**config.mk**
```make
export PLATFORM = sky130hd
export DESIGN_NAME = reu_regs
export DESIGN_NICKNAME = d
export VERILOG_FILES = /design/src/rtl/reu_pkg.sv /design/src/rtl/reu_addr_counter.sv /design/src/rtl/reu_regs.sv
export SDC_FILE = /design/constraint.sdc
export NUM_CORES = 1
export LEC_CHECK = 0
export BUFFER_PORTS_ARGS = -buffer_cell sky130_fd_sc_hd__buf_2
export CORE_MARGIN = 2
export CORE_UTILIZATION = 40
export CTS_CLUSTER_SIZE = 28
export DETAILED_ROUTE_END_ITERATION = 16
export PLACE_DENSITY_LB_ADDON = 0.15
export SYNTH_ARGS = -nofsm -noshare
export SYNTH_HDL_FRONTEND = slang
export SYNTH_SLANG_ARGS = --single-unit
```
**constraint.sdc**
```tcl
create_clock -name PHI2 -period 2.6 [get_ports PHI2]
set_input_delay 0.52 -clock PHI2 [delete_from_list [all_inputs] [get_ports PHI2]]
set_output_delay 0.52 -clock PHI2 [all_outputs]
set_load 0.01 [all_outputs]
```
**src/rtl/reu_pkg.sv**
```systemverilog
// Shared definitions for the REU register file: register indices, transfer
// type encodings, status/mask/command bit positions and the trigger states.
package reu_pkg;

    localparam logic [3:0] REG_STATUS   = 4'h0;
    localparam logic [3:0] REG_CMD      = 4'h1;
    localparam logic [3:0] REG_CA_LO    = 4'h2;
    localparam logic [3:0] REG_CA_HI    = 4'h3;
    localparam logic [3:0] REG_REUA_LO  = 4'h4;
    localparam logic [3:0] REG_REUA_MID = 4'h5;
    localparam logic [3:0] REG_REUA_HI  = 4'h6;
    localparam logic [3:0] REG_LEN_LO   = 4'h7;
    localparam logic [3:0] REG_LEN_HI   = 4'h8;
    localparam logic [3:0] REG_IMASK    = 4'h9;
    localparam logic [3:0] REG_ACTL     = 4'hA;

    localparam logic [1:0] XFER_C64_TO_REU = 2'b00;
    localparam logic [1:0] XFER_REU_TO_C64 = 2'b01;
    localparam logic [1:0] XFER_SWAP       = 2'b10;
    localparam logic [1:0] XFER_VERIFY     = 2'b11;

    localparam int STAT_IRQ  = 7;
    localparam int STAT_EOB  = 6;
    localparam int STAT_VERR = 5;
    localparam int STAT_SIZE = 4;

    localparam int MASK_EN   = 7;
    localparam int MASK_EOB  = 6;
    localparam int MASK_VERR = 5;

    localparam int CMD_EXEC     = 7;
    localparam int CMD_AUTOLOAD = 5;
    localparam int CMD_FF00DIS  = 4;

    localparam int ACTL_FIXCA   = 7;
    localparam int ACTL_FIXREUA = 6;

    typedef enum logic [1:0] {
        TRIG_IDLE,
        TRIG_ARMED,
        TRIG_EXEC
    } trigState_t;

endpackage

```
**src/rtl/reu_addr_counter.sv**
```systemverilog
// Loadable transfer counter with a live copy and an autoload shadow. Byte
// writes load both copies; reload copies the shadow back into the live value.
module reu_addr_counter #(
    parameter int W = 16,
    parameter logic [W-1:0] RESETVAL = '0,
    localparam int NBYTES = (W + 7) / 8
) (
    input  logic              PHI2,
    input  logic              RegReset,
    input  logic [NBYTES-1:0] wrEn,
    input  logic [7:0]        wrData,
    input  logic              inc,
    input  logic              dec,
    input  logic              fix,
    input  logic              reload,
    output logic [W-1:0]      count
);

    logic [W-1:0] shadow;
    logic [W-1:0] wrMask;
    logic [W-1:0] wrVal;

    for (genvar i = 0; i < W; i++) begin : g_bit
        assign wrMask[i] = wrEn[i / 8];
        assign wrVal[i]  = wrData[i % 8];
    end

    // Reload outranks everything so an autoload end-of-transfer wins over a
    // concurrent step.
    always_ff @(negedge PHI2) begin
        if (RegReset) begin
            count  <= RESETVAL;
            shadow <= '0;
        end else if (reload) begin
            count <= shadow;
        end else if (|wrEn) begin
            count  <= (count & ~wrMask) | (wrVal & wrMask);
            shadow <= (shadow & ~wrMask) | (wrVal & wrMask);
        end else if (inc && !fix) begin
            count <= count + 1'b1;
        end else if (dec) begin
            count <= count - 1'b1;
        end
    end

endmodule

```
**src/rtl/reu_regs.sv**
```systemverilog
// REU register file: $DF00-$DF1F decode, command/status/mask registers,
// transfer trigger and the CA/REUA/length counters feeding the DMA sequencer.
//
// trigger state | meaning
// TRIG_IDLE     | no transfer pending
// TRIG_ARMED    | exec written with FF00 enabled, waiting for a $FF00 write
// TRIG_EXEC     | Execute high until the sequencer raises DMA
module reu_regs
    import reu_pkg::*;
#(
    parameter int REUAW  = 19,
    parameter bit BIGREU = 1'b1
) (
    input  logic             PHI2,
    input  logic             RegReset,
    input  logic             RegCS,
    input  logic [4:0]       RegA,
    input  logic             RegWE,
    input  logic             RegRD,
    input  logic [7:0]       Din,
    output logic [7:0]       Dout,
    input  logic             FF00Wr,
    input  logic             DMA,
    input  logic             IncCA,
    input  logic             DecLen,
    input  logic             IncREUA,
    input  logic             XferEnd,
    input  logic             SetEndOfBlock,
    input  logic             SetVerifyErr,
    output logic             Execute,
    output logic [1:0]       XferType,
    output logic             Length1,
    output logic             Length2,
    output logic [15:0]      CA,
    output logic [REUAW-1:0] REUA,
    output logic             nIRQ
);

    logic [3:0]  idx;
    logic        unusedRegA4;
    logic        wrStb, wrCmd, rdStatus;
    logic        cmdExec, cmdAutoload, cmdFf00Dis;
    logic [1:0]  cmdType;
    logic [2:0]  maskReg;
    logic        fixCa, fixReua;
    logic        statIrq, statEob, statVerr;
    logic        eobNext, verrNext, irqNext;
    logic        reload;
    logic [15:0] len;
    logic [23:0] reuaExt;
    trigState_t  trigState;

    // $DF10-$DF1F mirror the lower half.
    assign idx         = RegA[3:0];
    assign unusedRegA4 = RegA[4];
    assign wrStb       = RegCS && RegWE && !DMA;
    assign wrCmd       = wrStb && (idx == REG_CMD);
    assign rdStatus    = RegCS && RegRD && (idx == REG_STATUS);
    assign reload      = XferEnd && cmdAutoload;

    // A set event on the read edge keeps its flag, and IRQ is judged on the
    // updated flags.
    assign eobNext  = SetEndOfBlock || (statEob && !rdStatus);
    assign verrNext = SetVerifyErr || (statVerr && !rdStatus);
    assign irqNext  = (statIrq && !rdStatus) ||
                      (maskReg[2] && ((eobNext && maskReg[1]) || (verrNext && maskReg[0])));

    always_ff @(negedge PHI2) begin
        if (RegReset) begin
            cmdExec     <= 1'b0;
            cmdAutoload <= 1'b0;
            cmdFf00Dis  <= 1'b1;
            cmdType     <= XFER_C64_TO_REU;
            maskReg     <= 3'b000;
            fixCa       <= 1'b0;
            fixReua     <= 1'b0;
            statIrq     <= 1'b0;
            statEob     <= 1'b0;
            statVerr    <= 1'b0;
        end else begin
            if (wrCmd) begin
                cmdExec     <= Din[CMD_EXEC];
                cmdAutoload <= Din[CMD_AUTOLOAD];
                cmdFf00Dis  <= Din[CMD_FF00DIS];
                cmdType     <= Din[1:0];
            end
            if (XferEnd) begin
                cmdExec    <= 1'b0;
                cmdFf00Dis <= 1'b1;
            end
            if (wrStb && (idx == REG_IMASK))
                maskReg <= {Din[MASK_EN], Din[MASK_EOB], Din[MASK_VERR]};
            if (wrStb && (idx == REG_ACTL)) begin
                fixCa   <= Din[ACTL_FIXCA];
                fixReua <= Din[ACTL_FIXREUA];
            end
            statIrq  <= irqNext;
            statEob  <= eobNext;
            statVerr <= verrNext;
        end
    end

    always_ff @(negedge PHI2) begin
        if (RegReset) begin
            trigState <= TRIG_IDLE;
            Execute   <= 1'b0;
        end else begin
            case (trigState)
                TRIG_IDLE, TRIG_ARMED: begin
                    if (wrCmd) begin
                        if (Din[CMD_EXEC] && Din[CMD_FF00DIS]) begin
                            trigState <= TRIG_EXEC;
                            Execute   <= 1'b1;
                        end else if (Din[CMD_EXEC]) begin
                            trigState <= TRIG_ARMED;
                        end else begin
                            trigState <= TRIG_IDLE;
                        end
                    end else if ((trigState == TRIG_ARMED) && FF00Wr) begin
                        trigState <= TRIG_EXEC;
                        Execute   <= 1'b1;
                    end else if (XferEnd) begin
                        trigState <= TRIG_IDLE;
                    end
                end
                TRIG_EXEC: begin
                    if (DMA) begin
                        trigState <= TRIG_IDLE;
                        Execute   <= 1'b0;
                    end
                end
                default: begin
                    trigState <= TRIG_IDLE;
                    Execute   <= 1'b0;
                end
            endcase
        end
    end

    reu_addr_counter #(.W(16), .RESETVAL(16'h0000)) u_ca (
        .PHI2(PHI2), .RegReset(RegReset),
        .wrEn({wrStb && (idx == REG_CA_HI), wrStb && (idx == REG_CA_LO)}),
        .wrData(Din), .inc(IncCA), .dec(1'b0), .fix(fixCa), .reload(reload),
        .count(CA)
    );

    reu_addr_counter #(.W(REUAW), .RESETVAL('0)) u_reua (
        .PHI2(PHI2), .RegReset(RegReset),
        .wrEn({wrStb && (idx == REG_REUA_HI), wrStb && (idx == REG_REUA_MID),
               wrStb && (idx == REG_REUA_LO)}),
        .wrData(Din), .inc(IncREUA), .dec(1'b0), .fix(fixReua), .reload(reload),
        .count(REUA)
    );

    // Length $0000 stands for 65536, so plain wrap-around decrement is right.
    reu_addr_counter #(.W(16), .RESETVAL(16'hFFFF)) u_len (
        .PHI2(PHI2), .RegReset(RegReset),
        .wrEn({wrStb && (idx == REG_LEN_HI), wrStb && (idx == REG_LEN_LO)}),
        .wrData(Din), .inc(1'b0), .dec(DecLen), .fix(1'b0), .reload(reload),
        .count(len)
    );

    assign Length1  = (len == 16'd1);
    assign Length2  = (len == 16'd2);
    assign XferType = cmdType;
    assign nIRQ     = !statIrq;

    always_comb begin
        reuaExt            = 24'hFFFFFF;
        reuaExt[REUAW-1:0] = REUA;
    end

    always_comb begin
        Dout = 8'hFF;
        case (idx)
            REG_STATUS:   Dout = {statIrq, statEob, statVerr, BIGREU, 4'h0};
            REG_CMD:      Dout = {cmdExec, 1'b1, cmdAutoload, cmdFf00Dis, 2'b11, cmdType};
            REG_CA_LO:    Dout = CA[7:0];
            REG_CA_HI:    Dout = CA[15:8];
            REG_REUA_LO:  Dout = reuaExt[7:0];
            REG_REUA_MID: Dout = reuaExt[15:8];
            REG_REUA_HI:  Dout = reuaExt[23:16];
            REG_LEN_LO:   Dout = len[7:0];
            REG_LEN_HI:   Dout = len[15:8];
            REG_IMASK:    Dout = {maskReg, 5'h1F};
            REG_ACTL:     Dout = {fixCa, fixReua, 6'h3F};
            default:      Dout = 8'hFF;
        endcase
    end

endmodule

```
== Word-level counts from Yosys, hierarchy flattened ==
Index checks and enable logic that the tools add are counted.

* Output and inout bits: 49
* Bits in registers: 118
* Logic and storage cells: 129

* Multiplexer cells: 22
* Eq/ne operators: 18
* Bitwise operators: 19
* Add/sub/neg operators: 3
* Reductions and logical operators: 49

{| class="wikitable"
|+ Operators by type and width
! kind !! count
|-
| $and 16x16->16 || 6
|-
| $mux 16 || 6
|-
| $pmux 8 s11 || 1
|-
| $or 16x16->16 || 4
|-
| $and 19x19->19 || 3
|-
| $mux 19 || 3
|-
| $or 19x19->19 || 2
|-
| $not 16->16 || 2
|-
| $logic_and 1x1->1 || 25
|-
| $add 19x1->19 const B || 1
|-
| $not 19->19 || 1
|-
| $add 16x1->16 const B || 1
|-
| $eq 16x1->1 const B || 1
|-
| $eq 16x2->1 const B || 1
|-
| $eq 4x3->1 const B || 4
|-
| $sub 16x1->16 const B || 1
|-
| $eq 4x4->1 const B || 3
|-
| $mux 2 || 5
|-
| $reduce_bool 3->1 || 3
|-
| $eq 4x2->1 const B || 2
|-
| $reduce_and 2->1 || 4
|-
| $reduce_or 2->1 || 4
|-
| $ne 3x3->1 const B || 2
|-
| $logic_not 1->1 || 5
|-
| other kinds (14) || 21
|}

== Longest topological paths before layout ==
Gate-level depths: netlist of run 1.

* Word-level depth: 9
* Gate-level depth with buffers: 8

== Modules after synthesis ==
A second synthesis of run 1 with hierarchy kept.

* Cell total of the unflattened synthesis: 1109
* Area, all modules: 8536.9 sq um

{| class="wikitable"
|+ By module, submodules not included
! module !! area an instance (sq um) !! cells each !! times used
|-
| reu_addr_counter at u_reua || 2673.8 || 345 || 1
|-
| reu_addr_counter at u_ca || 2204.6 || 281 || 1
|-
| reu_addr_counter at u_len || 2122.0 || 282 || 1
|-
| reu_regs || 1536.5 || 201 || 1
|}

==> out/summary.log, run 1 <==
[min_path] type of the tightest min-delay check reg2reg
[route] drc violations 0
[timing] RSZ-0062 raised after global routing true
[timing] Fin. Hold Viols 0
[pwr] Internal Power 4.09 mW
[cts] Clock H-tree levels 4
[route] detail-routed via count per cell 6.62
[cells_and_area] final net count 1502
[cells_and_area] final std cell area, no fill 14400 sq um
[floorplan] num ports 75
[placement] weighted congestion reported at the end of routability-driven placement 0.939
[pwr] Pwr Total 6.37 mW
[route] routed vias 11300
[outcome] failing checks setup timing
[global_route] initial antenna violation count 2
[cts] root buf cell clkbuf_16
[yosys] Yosys cell types 87
[flow_run] number of maximum-capacitance constraint violations 0
[floorplan] die area 18600 sq um
[floorplan] Die X 137 um
[placement] detailed placement HPWL 20.7 mm
[yosys] cells taking the most area after synthesis dfxtp_1 (34%), nand2_1 (8.7%), a21oi_1 (7.0%)
[route] final routed wire length divided by cell count 26.5 um
[cts] CTS sink count 118
[route] 1st-pass router iterations 12
[worst_setup_path] category of the worst setup path capture point output pin
[timing] setup violation total in the final timing report 167
[worst_setup_path] biggest cell delay along the critical path 380 ps
[worst_setup_path] r2r worst-path depth 8
[pwr] fraction of power spent switching nets 35.8%
[worst_setup_path] worst endpoint data arrival time 3250 ps
[timing] worst clock skew 56.7 ps
[timing] total count of max-transition violations in the final report 0
[worst_setup_path] crit path max fanout 3
[timing] worst slew margin relative to its limit 39.5%
[cells_and_area] Layout Area Growth over Synthesis 104%
[floorplan] FP Rows 48
[cells_and_area] ratio of cells with drive above 1 in the final layout 56.5%
[floorplan] Core Area 17200 sq um
[global_route] first-pass GRT wire length 52.5 mm
[yosys] number of flops mapped to enable cells by yosys 0
[floorplan] die boundary height 137 um
[cts] TritonCTS buffer count 17
[pwr] Combinational Power Share 17.4%
[cells_and_area] Antenna Cells 0
[global_route] sum of overflow across all layers after global routing 0
[yosys] sequential fraction of the synthesis area 33.6%
[cts] clock-pin slew on the worst setup and hold paths 50 ps
[yosys] most frequent cells after synthesis nand2_1 (162), dfxtp_1 (118), a21oi_1 (98)
[yosys] ys flop type dfxtp_1
[placement] post-placement cell area 9680 sq um
[worst_setup_path] cell at the slowest stage of the critical path or3_4
[pwr] peak supply drop 0.000453 V
[yosys] Yosys warning total 0
[pwr] share of total power in the clock network 53.3%
[yosys] post-synthesis area per instance 7.59 sq um
[worst_setup_path] required time at the worst-slack endpoint 2080 ps
[yosys] netlist area before placement 7020 sq um
[yosys] share of the synthesized area in the top cell type 33.6%
[cts] Max clock buf depth 2
[yosys] net count after synthesis 957
[route] Iter 0 DRT Violations 1626
[yosys] dominant cell type by area after synthesis dfxtp_1
[placement] Setup WS pre-CTS -925 ps
[global_route] via count of the first global-routing pass 10200
[placement] IO buf count 73
[worst_setup_path] critical path class reg2out
[pwr] P per Cell Area 444 nW/um^2
[route] count of nets left with antenna violations after detail routing 0
[outcome] result of the run finished, violations left
[floorplan] starting density of the core 40.8%
[timing] measured slew at the worst slew-check pin 900 ps
[worst_setup_path] cell chain of the critical path or3_4, or2_4, nor3_4, and3_4, buf_6
[yosys] Async S/R FF share, synth 0%
[yosys] Mapped Cells 926
[worst_setup_path] Reg2Reg Setup Slack 110 ps
[min_path] worst hold path stage count 2
[route] total wirelength of the detailed-routed design 45.3 mm
[pwr] Leakage Power 6.30 nW
[yosys] most instantiated library cell after synthesis nand2_1
[yosys] post-synthesis sequential element count 118
[global_route] overall fraction of global-route tracks in use 36.8%
[worst_setup_path] Critical Path Source Type flip-flop
[pwr] Reg power frac 29.3%
[timing] worst setup margin -1170 ps
[cts] CTS tree yes
[pwr] net switching power figure 2.28 mW
[cts] hold buffers post-CTS 0
[cts] insertion delay to the later sink of the worst-skew pair 510 ps
[global_route] maximum number of pins on one net before global-route repair 33
## cells in the final DEF, fill, tap and decap left out, types with 8 or more instances in the layout
master,netlist,final
a21oi_1,98,38
a21oi_2,1,59
a221o_1,8,8
a22oi_1,16,11
a31oi_1,18,14
and3_1,17,9
and3_4,0,8
buf_12,0,25
buf_2,23,23
buf_4,3,230
buf_6,2,189
buf_8,0,10
clkbuf_16,0,18
dfxtp_1,118,72
dfxtp_2,0,34
dfxtp_4,0,12
inv_1,16,130
mux2i_1,15,13
nand2_1,162,98
nand2_2,3,27
nand2_4,0,35
nand3_1,33,23
nand4_1,12,12
nor2_1,68,48
nor2_4,0,14
nor3_1,24,17
o211ai_1,12,12
o21ai_0,40,15
o21ai_1,10,24
o21ai_2,2,11
## per-stage QoR
step	TNS (ps)	cells	hold slack [ps]	utilization [%]
floorplan	-50110	926	424	-
detailed placement	-93330	1396	446	56.1
global route	-56410	1709	474	83.3
finish	-53240	1709	456	83.3
CTS	-38200	1630	448	75.5
global placement	-92470	1396	442	56.1
## layout make-up
type | count | area [sq um]
clock inverters | 133 | 599
multi-input cells | 722 | 5880
clock buffers | 17 | 425
fillers | 850 | 2880
well taps | 225 | 282
repair buffers | 478 | 4650
inverters | 16 | 72.6
flip-flops and latches | 118 | 2450
## power by group through the flow
stage / Clock [mW] / Sequential [mW] / Combinational (mW)
3_3_place_gp: 0.277 / 1.89 / 0.673
5_1_grt: 3.57 / 1.86 / 1.13
6_report: 3.40 / 1.87 / 1.11
4_1_cts: 3.20 / 1.87 / 0.885
2_1_floorplan: 0.277 / 1.90 / 0.334
3_5_place_dp: 0.277 / 1.89 / 0.678
## cell families after synthesis
| kind of cell | share of synthesized area, % |
|---|---|
| xor gates and xnor gates | 1.37 |
| buffers and inverters | 5.56 |
| DFF | 33.6 |
| muxes | 2.46 |
| AOI/OAI and AO/OA | 28.8 |
| and+or+nand+nor | 27.3 |
| adders and majority gates | 0.891 |
## timing repair
action | 4_1_cts | 5_1_grt
setup buffers | 85 | 105
resized for setup | 408 | 196
pin swaps | 157 | 143
setup endpoints to repair | 165 | 167
endpoints found under the hold margin | 0 | 0
cloned | 6 | 1
## critical path, delay by kind of cell, from the launching register on
kind,cells,cell delay [ps]
flip-flops,1,310
buffers and inverters,1,100
AND/OR/NAND/NOR,4,1060
## worst max-delay path by stage
stage	start	to	slack, ps	depth (start not counted)
2_1_floorplan	RegA[2]	flip-flop	-750	6
3_3_place_gp	RegWE	flip-flop	-920	8
3_5_place_dp	RegA[0]	flip-flop	-930	7
4_1_cts	flip-flop	Length1	-1120	5
5_1_grt	flip-flop	Length2	-1200	5
6_report	flip-flop	Length2	-1170	5
## layer usage
layer / global-route usage [%] / share of wire [%]
met2: 59.8 / 43
met5: 0 / 0
met1: 41.2 / 33
met3: 12.2 / 14
met4: 24.0 / 9.8
Power figures use the tool's default switching activity.
==> run 2, diff against run 1 <==
--- a/config.mk
+++ b/config.mk
@@ -6,11 +6,13 @@
 export NUM_CORES = 1
 export LEC_CHECK = 0
 export BUFFER_PORTS_ARGS = -buffer_cell sky130_fd_sc_hd__buf_2
+export CAP_MARGIN = 20
 export CORE_MARGIN = 2
 export CORE_UTILIZATION = 40
 export CTS_CLUSTER_SIZE = 28
 export DETAILED_ROUTE_END_ITERATION = 16
-export PLACE_DENSITY_LB_ADDON = 0.15
+export MAX_ROUTING_LAYER = met4
+export PLACE_DENSITY_LB_ADDON = 0.2
 export SYNTH_ARGS = -nofsm -noshare
 export SYNTH_HDL_FRONTEND = slang
 export SYNTH_SLANG_ARGS = --single-unit
==> out/summary.log, run 2 (same netlist as run 1, synthesis figures left out) <==
[timing] worst clock skew 31.8 ps [-24.9 ps]
[cts] root buf cell clkbuf_16
[cts] Max clock buf depth 2 [unchanged]
[placement] post-placement cell area 9510 sq um [-1.7%]
[pwr] Pwr Total 6.02 mW [-5.6%]
[worst_setup_path] Critical Path Source Type flip-flop
[global_route] initial antenna violation count 0 [-2]
[floorplan] FP Rows 48 [unchanged]
[global_route] first-pass GRT wire length 53.2 mm [+1.2%]
[route] detail-routed via count per cell 6.52 [-1.5%]
[cells_and_area] final cell utilization of the core 80.0% [-3.3 points]
[global_route] overall fraction of global-route tracks in use 38.2% [+1.3 points]
[timing] setup total negative slack -44760 ps [+8470 ps]
[floorplan] Core Area 17200 sq um [unchanged]
[route] 1st-pass router iterations 8 [-4]
[timing] worst setup margin -1160 ps [+5.37 ps]
[pwr] Leakage Power 5.98 nW [-5.1%]
[global_route] via count of the first global-routing pass 10300 [+1.1%]
[outcome] result of the run finished, violations left
[global_route] maximum number of pins on one net before global-route repair 49 [+48%]
[worst_setup_path] biggest cell delay along the critical path 400 ps [+20 ps]
[route] total wirelength of the detailed-routed design 40.6 mm [-10%]
[global_route] sum of overflow across all layers after global routing 0 [unchanged]
[cells_and_area] ratio of cells with drive above 1 in the final layout 55.3% [-1.1 points]
[route] final routed wire length divided by cell count 24.5 um [-7.7%]
[worst_setup_path] required time at the worst-slack endpoint 2080 ps [about the same]
[timing] worst hold slack 460 ps [+4.07 ps]
[timing] RSZ-0062 raised after global routing true
[timing] measured slew at the worst slew-check pin 602 ps [-298 ps]
[cts] hold buffers post-CTS 0 [unchanged]
[cells_and_area] highest-count cells in the layout ignoring fill and taps buf_4 (202), buf_6 (181), inv_1 (130)
[flow_run] number of maximum-capacitance constraint violations 0 [unchanged]
[floorplan] starting density of the core 40.8% [unchanged]
[worst_setup_path] category of the worst setup path capture point output pin
[cells_and_area] Layout Area Growth over Synthesis 96.3%
[cells_and_area] most frequent standard cell in the layout excluding fill and tap cells buf_4
[cells_and_area] final cell count without fillers 1660 [-2.9%]
[worst_setup_path] family with the most delay on the worst path simple AND/OR/NAND/NOR gates
[floorplan] num ports 75 [unchanged]
[timing] setup violation total in the final timing report 165 [-1.2%]
[outcome] failing checks setup timing
[timing] worst slew margin relative to its limit 59.9% [+20 points]
[route] Iter 0 DRT Violations 1482 [-8.9%]
[placement] placed cells 1386 [-0.72%]
[timing] total count of max-transition violations in the final report 0 [unchanged]
[placement] Setup WS pre-CTS -1010 ps [-85.0 ps]
[timing] Fin. Hold Viols 0 [unchanged]
[pwr] peak supply drop 0.000534 V [+18%]
[worst_setup_path] crit path max fanout 3 [unchanged]
[cts] TritonCTS buffer count 17 [unchanged]
[route] count of nets left with antenna violations after detail routing 0 [unchanged]
[worst_setup_path] worst endpoint data arrival time 3240 ps [about the same]
[placement] weighted congestion reported at the end of routability-driven placement 0.974 [+3.7%]
[cells_and_area] Antenna Cells 0 [unchanged]
[cts] CTS tree yes
[cts] Clock H-tree levels 4 [unchanged]
[floorplan] die boundary height 137 um [unchanged]
[worst_setup_path] cell at the slowest stage of the critical path or3_4
[cells_and_area] final net count 1456 [-3.1%]
[pwr] P per Cell Area 437 nW/um^2 [-1.7%]
[floorplan] Die X 137 um [unchanged]
[route] drc violations 0 [unchanged]
[cts] clock-pin slew on the worst setup and hold paths 40 ps [about the same]
[floorplan] die area 18600 sq um [unchanged]
[route] routed vias 10800 [-4.3%]
[placement] IO buf count 73 [unchanged]
[worst_setup_path] cell chain of the critical path or3_4, or2_4, nor3_4, and3_4, buf_6
[cts] insertion delay to the later sink of the worst-skew pair 480 ps [-30 ps]
[cells_and_area] final std cell area, no fill 13800 sq um [-4.0%]
[worst_setup_path] Critical path buffers and inverters 1 [unchanged]
[min_path] type of the tightest min-delay check reg2reg
[placement] detailed placement HPWL 20.5 mm [-1.3%]
[worst_setup_path] critical path class reg2out
[cts] CTS sink count 118 [unchanged]
==> run 2: cell count changes in the layout (fill, tap and decap cells not counted), moves of 4 or more <==
cell / change
nand2_1: -5
nor2_4: -4
buf_4: -28
buf_6: -8
buf_12: -11
==> run 2: worst register-to-register path, delay by kind of cell (launching register included) <==
kind                     cells  cell delay, ps
AND/OR/NAND/NOR              3             580
adder cells (fa/ha/maj)      1             230
flip-flops                   1             360
AO/OA/AOI/OAI                1             440
buffers and inverters        3             440
XOR/XNOR                     1             210
==> run 2: area by class of cell <==
class / count / area [sq um]
inverter: 16 / 72.6
multi-input combinational: 721 / 5830
tap: 225 / 282
clock inverter: 130 / 552
sequential: 118 / 2440
fill: 901 / 3450
clock buffer: 17 / 425
timing repair buffer: 433 / 4180
==> run 2: path summary, 6_finish.rpt <==
check	slack, ps	end	startpoint	depth (start not counted)
setup reg to reg	210	flip-flop	flip-flop	9
hold / removal	460	flip-flop	flip-flop	2
hold reg to reg	460	flip-flop	flip-flop	2
setup / recovery	-1160	Length2	flip-flop	5
==> run 2: where the power goes <==
part           switching, mW  total [mW]  internal (mW)
clock                   1.52        3.14           1.61
sequential            0.0279        1.87           1.84
combinational          0.548        1.02          0.468
==> run 2: routing by layer <==
| metal | track usage (%) | part of all wire, % | vias up | wire (um) |
|---|---|---|---|---|
| li1 | - | - | 4446 | - |
| met1 | 41.5 | 34 | 5026 | 13900 |
| met2 | 59.7 | 45 | 927 | 18300 |
| met3 | 11.4 | 11 | 419 | 4410 |
| met4 | 26.6 | 9.8 | 0 | 3970 |
| met5 | - | 0 | - | 0 |
==> run 2: timing repair <==
action                     4_1_cts  5_1_grt
pin swaps                      153      113
gates cloned                     5        0
resized for setup              408      174
setup buffers                   89       51
setup endpoints to repair      167      165
